### config.mk
export PLATFORM = sky130hd
export DESIGN_NAME = pipeline_stall_controller
export DESIGN_NICKNAME = d
export VERILOG_FILES = /design/src/rtl/pipeline_stall_controller_pkg.sv /design/src/rtl/pipeline_stall_controller_wait_counter.sv /design/src/rtl/pipeline_stall_controller.sv
export SDC_FILE = /design/constraint.sdc
export NUM_CORES = 1
export LEC_CHECK = 0
export ABC_AREA = 0
export BUFFER_PORTS_ARGS = -buffer_cell sky130_fd_sc_hd__buf_2
export CORE_ASPECT_RATIO = 1.75
export CORE_UTILIZATION = 40
export CTS_CLUSTER_SIZE = 20
export DETAILED_ROUTE_END_ITERATION = 12
export PLACE_DENSITY = 0.63
export SETUP_SLACK_MARGIN = 0.4
export SYNTH_ARGS = -nofsm -noshare
export SYNTH_HDL_FRONTEND = slang
export SYNTH_SLANG_ARGS = --single-unit
### constraint.sdc
create_clock -name clk -period 1.95 [get_ports clk]
set_input_delay 0.39 -clock clk [delete_from_list [all_inputs] [get_ports clk]]
set_output_delay 0.39 -clock clk [all_outputs]
set_load 0.01 [all_outputs]
### src/rtl/pipeline_stall_controller_pkg.sv
// Shared types and constants for the pipeline stall controller.
// Holds the FSM state encoding, the default SRAM latency and the NOP control word.
package pipeline_stall_controller_pkg;

    typedef enum logic [1:0] {
        IDLE = 2'd0,
        WAIT = 2'd1,
        DONE = 2'd2
    } state_t;

    localparam int DEFAULT_MEM_LATENCY = 6;

    localparam int CTRL_W = 8;
    localparam logic [CTRL_W-1:0] NOP_CTRL = '0;

    // Pipeline registers use this when deciding whether a control word is a bubble.
    function automatic logic is_nop(input logic [CTRL_W-1:0] ctrl);
        return ctrl == NOP_CTRL;
    endfunction

endpackage

### src/rtl/pipeline_stall_controller_wait_counter.sv
// Access cycle counter: clear, load-to-one and increment, with a terminal
// count flag raised on the last frozen cycle of an SRAM access.
module access_wait_counter #(
    parameter int CNT_W       = 3,
    parameter int MEM_LATENCY = 6
) (
    input  logic             clk,
    input  logic             rst,
    input  logic             clear,
    input  logic             load,
    input  logic             enable,
    output logic [CNT_W-1:0] cnt,
    output logic             tc
);

    localparam logic [CNT_W-1:0] TC_VAL = CNT_W'(MEM_LATENCY - 1);

    always_ff @(posedge clk) begin
        if (rst || clear) begin
            cnt <= '0;
        end else if (load) begin
            cnt <= CNT_W'(1);
        end else if (enable) begin
            cnt <= cnt + CNT_W'(1);
        end
    end

    assign tc = (cnt == TC_VAL);

endmodule

### src/rtl/pipeline_stall_controller.sv
// Freeze/flush/bubble sequencer for the 5-stage pipeline; stretches each
// MEM-stage load/store over MEM_LATENCY frozen cycles plus one release cycle.
//
// state | meaning
// IDLE  | no access running; a MEM request freezes the pipe and starts one
// WAIT  | SRAM access in progress, whole pipeline frozen
// DONE  | access finished, MEM instruction advances; hazard/branch logic live
module pipeline_stall_controller
    import pipeline_stall_controller_pkg::*;
#(
    parameter int MEM_LATENCY = DEFAULT_MEM_LATENCY,
    parameter int CNT_W       = 3,
    parameter int STAT_W      = 16
) (
    input  logic              clk,
    input  logic              rst,
    input  logic              hazard_detected,
    input  logic              br_taken,
    input  logic              mem_r_en,
    input  logic              mem_w_en,
    output logic              pc_freeze,
    output logic              if_id_freeze,
    output logic              if_id_flush,
    output logic              id_exe_freeze,
    output logic              id_exe_bubble,
    output logic              exe_mem_freeze,
    output logic              mem_wb_bubble,
    output logic              mem_busy,
    output logic [STAT_W-1:0] stall_count
);

    state_t           state;
    state_t           state_nxt;
    logic             mem_req;
    logic [CNT_W-1:0] cnt;
    logic             cnt_tc;
    logic             mem_freeze;

    assign mem_req = mem_r_en | mem_w_en;

    access_wait_counter #(
        .CNT_W       (CNT_W),
        .MEM_LATENCY (MEM_LATENCY)
    ) u_wait_cnt (
        .clk    (clk),
        .rst    (rst),
        .clear  (state == WAIT && cnt_tc),
        .load   (state == IDLE && mem_req),
        .enable (state == WAIT),
        .cnt    (cnt),
        .tc     (cnt_tc)
    );

    always_ff @(posedge clk) begin
        if (rst) begin
            state <= IDLE;
        end else begin
            state <= state_nxt;
        end
    end

    always_comb begin
        state_nxt = IDLE;
        case (state)
            IDLE:    state_nxt = mem_req ? WAIT : IDLE;
            WAIT:    state_nxt = cnt_tc ? DONE : WAIT;
            DONE:    state_nxt = IDLE;
            default: state_nxt = IDLE;
        endcase
    end

    // Memory freeze wins; hazard/branch only act once MEM is not holding the pipe.
    always_comb begin
        mem_freeze     = 1'b0;
        pc_freeze      = 1'b0;
        if_id_freeze   = 1'b0;
        if_id_flush    = 1'b0;
        id_exe_freeze  = 1'b0;
        id_exe_bubble  = 1'b0;
        exe_mem_freeze = 1'b0;
        mem_wb_bubble  = 1'b0;
        mem_busy       = 1'b0;
        if (!rst) begin
            mem_freeze = (state == WAIT) || (state == IDLE && mem_req);
            if (mem_freeze) begin
                pc_freeze      = 1'b1;
                if_id_freeze   = 1'b1;
                id_exe_freeze  = 1'b1;
                exe_mem_freeze = 1'b1;
                mem_wb_bubble  = 1'b1;
                mem_busy       = 1'b1;
            end else if (hazard_detected) begin
                pc_freeze     = 1'b1;
                if_id_freeze  = 1'b1;
                id_exe_bubble = 1'b1;
            end else if (br_taken) begin
                if_id_flush = 1'b1;
            end
        end
    end

    always_ff @(posedge clk) begin
        if (rst) begin
            stall_count <= '0;
        end else if (pc_freeze && stall_count != {STAT_W{1'b1}}) begin
            stall_count <= stall_count + STAT_W'(1);
        end
    end

endmodule

==> flow_metrics.py <==
metrics = {
    "clock_tree": {
        "cts_inserted_buffers": 3,
        "clockBufferDepth": 2,
        "cts.clk_slew.worst_paths_ns": 0.08,
        "cts_hold_buf": 0,
        "root_buffer": "clkbuf_8",
        "insertion_delay_ns": 0.27,
        "cts_tree": "yes",
        "cts_max_level": 1,
        "clkSinkCount": 21,
    },
    "synth": {
        "syn-num-nets": 145,
        "synth_top_family_by_area": "simple AND/OR/NAND/NOR gates",
        "synth_top_cell_by_area": "dfxtp_1",
        "avgSynthCellArea_sq_um": 8.54,
        "synthCells": 136,
        "yosys_warnings": 0,
        "yosys.area_share.simple_pct": 28.7,
        "synth_top_area_share_pct": 36.2,
        "synth_adder_area_share_pct": 3.23,
        "synthXorXnorAreaFrac_pct": 0,
        "synth_area_leaders": "dfxtp_1 36%, o41ai_1 5.3%, o311ai_0 4.5%",
        "ys_ff_latch": 21,
        "seq_area_frac_synth_pct": 36.2,
        "syn-cell-area_sq_um": 1160,
        "synth-compound-area-share_pct": 24.5,
        "synthMuxAreaShare_pct": 0.970,
        "ys_types": 37,
    },
    "status": {
        "outcome": "complete, no violations",
    },
    "floorplan": {
        "die_area_sq_um": 3130,
        "die_h_um": 73.3,
        "coreArea_sq_um": 2720,
        "start_util_pct": 42.7,
        "rows": 25,
        "design.portCount": 30,
        "die_width_um": 42.7,
    },
    "layout": {
        "layout_common_cells": "25 x buf_2, 23 x buf_4, 12 x dfxtp_4, 8 x buf_6",
        "finalNetCount": 195,
        "syn_to_final_growth_pct": 56.9,
        "diodes": 0,
        "fin_area_sq_um": 1820,
        "final_common_cell": "buf_2",
        "layout-drive-gt1-share_pct": 57.8,
    },
    "worst_setup_path": {
        "critPathSlowestCell": "or4_4",
        "cp-start-kind": "input pin",
        "cpMostUsedCell": "buf_6",
        "end_kind": "primary output",
        "timing.rr.start": "stall_count[7]",
        "worst-path-stages": 5,
        "path_class": "in -> out",
        "crit_required_ns": 1.56,
        "cp.arrival_ns": 1.28,
        "critical_path.cell_chain": "buf_6 -> or4_4 -> nand3_4 -> inv_4 -> buf_6",
        "cp_top_family": "simple AND/OR/NAND/NOR gates",
        "max_stage_delay_ns": 0.55,
        "crit_path_max_fanout": 3,
        "r2r_cells": 4,
        "critPathLaunch": "mem_w_en",
        "crit_buf_inv": 3,
    },
    "place": {
        "placed_cell_area_sq_um": 1420,
        "gp_congestion": 0.743,
        "hpwl_um": 2220,
        "port_buffers": 29,
    },
    "sta": {
        "fin_skew_ns": 0.00452,
        "finalCritPeriodShare_pct": 85.7,
        "finalMaxSlewViolations": 0,
        "post-route-min-period_ns": 1.67,
        "hold_ws_ns": 0.463,
        "clock.fmax_mhz": 598,
        "worst_slew_pin_slew_ns": 0.351,
        "fin_setup_tns_ns": 0,
        "rsz0062_at_grt": "true",
        "setup_viol": 0,
        "final_hold_viol_count": 0,
        "slew_headroom_pct": 76.3,
    },
    "pwr": {
        "max-vdd-ir-drop_uv": 450,
        "power_density_nw_per_um2": 477,
        "pwr-share-seq_pct": 50.1,
        "p_int_mw": 0.641,
        "combinationalPowerShare_pct": 15.9,
        "power_mw": 0.869,
        "p_leak_nw": 0.750,
        "p_sw_share_pct": 26.2,
        "p_switching_mw": 0.228,
        "pwr-share-clk_pct": 34.0,
    },
    "job": {
        "drv_cap": 0,
    },
    "global_routing": {
        "grt_max_degree": 13,
        "antenna_found_initial": 0,
        "grt_pass1_wl_um": 5010,
        "grt_pass1_vias": 1184,
        "gr-usage-all-layers_pct": 21.2,
        "grt-ovfl-total": 0,
    },
    "route": {
        "wl_per_cell_um": 16.4,
        "drtAntennaViolNets": 0,
        "wl_um": 3470,
        "remaining_drc_errors": 0,
        "firstDrtPassIters": 4,
        "vias_per_cell": 6.22,
        "drt_iter0_drc": 42,
        "num_vias": 1318,
    },
    "hold_path": {
        "hold_start": "rst",
        "min_path_cells": 3,
        "hold_path_class": "in -> reg",
    },
}
[flip-flops by register name, indices dropped and copies added (netlist names)]
signal and count:
stall_count 16, u_wait_cnt.cnt 3, state 2
[cells by family after synthesis]
group	Yosys count
buf+inv	15
fa+ha+maj	3
flops	21
compound gates	40
mux	1
simple gates	56
[stage by stage]
| step | util [%] | worst slack, ns | std cells |
|---|---|---|---|
| after detailed placement | 52.3 | 0.210 | 189 |
| after global placement | 52.3 | 0.235 | 189 |
| after CTS | 58.9 | 0.285 | 202 |
| after floorplan | - | 0.261 | 136 |
| after global routing | 66.9 | 0.231 | 212 |
| final | 66.9 | 0.279 | 212 |
[metal layers]
metal | routed length, um | vias to the layer above | share of wire [%] | track usage (%)
met5 | 0 | - | 0 | 0
met4 | 106 | 0 | 3.1 | 14.6
met3 | 96 | 10 | 2.8 | 2.46
met2 | 1960 | 34 | 56 | 40.1
met1 | 1310 | 643 | 38 | 20.5
li1 | - | 631 | - | -
[cell type report]
| class | instances | area [sq um] |
|---|---|---|
| sequential | 21 | 472 |
| timing repair buffer | 56 | 388 |
| tap | 27 | 33.8 |
| multi-input combinational | 100 | 866 |
| inverter | 4 | 17.5 |
| fill | 217 | 900 |
| clock buffer | 4 | 45.0 |
[cells in the mapped netlist, drive strengths merged]
library cell and count:
nor2b 2, and2 2, nand2 7, nand2b 2, and4 1, a21oi 10
o21ai 5, o21a 1, dfxtp 21, buf 7, and3 3, a21boi 1
o31ai 5, o41ai 7, o211ai 2, o31a 1, or4 5, or3b 1
nor4 4, ha 3, o311ai 6, nor3 4, nand3 6, nor4b 1
inv 4, or3 4, o221a 1, nand4 6, o21bai 1, nor3b 2
clkbuf 4, nand3b 1, mux2 1, nor2 5
[worst reg2reg max path: stages (launching register included)]
cell and delay (ns):
dfxtp_4 0.39, nand2_1 0.11, or3_4 0.45, or4_4 0.49, a21oi_2 0.13
[final timing paths]
kind	end	slack, ns
setup / recovery	if_id_freeze	0.28
hold / removal	stall_count[11]	0.46
setup reg to reg	stall_count[13]	0.31
hold reg to reg	u_wait_cnt.cnt[2]	0.48
[power groups by stage]
stage                     clock network, mW  logic, mW  registers [mW]
after detailed placement                  0      0.100           0.453
after global routing                  0.317      0.151           0.437
final                                 0.296      0.138           0.435
after floorplan                           0     0.0676           0.454
after global placement                    0     0.0974           0.452
after CTS                             0.289      0.117           0.445
[repair_timing]
action | CTS | global route
endpoints found under the setup margin | 20 | 24
gates cloned | 0 | 1
resized for setup | 18 | 39
pin swaps | 6 | 5
setup buffers | 9 | 9
(Power assumes the default switching activity.)
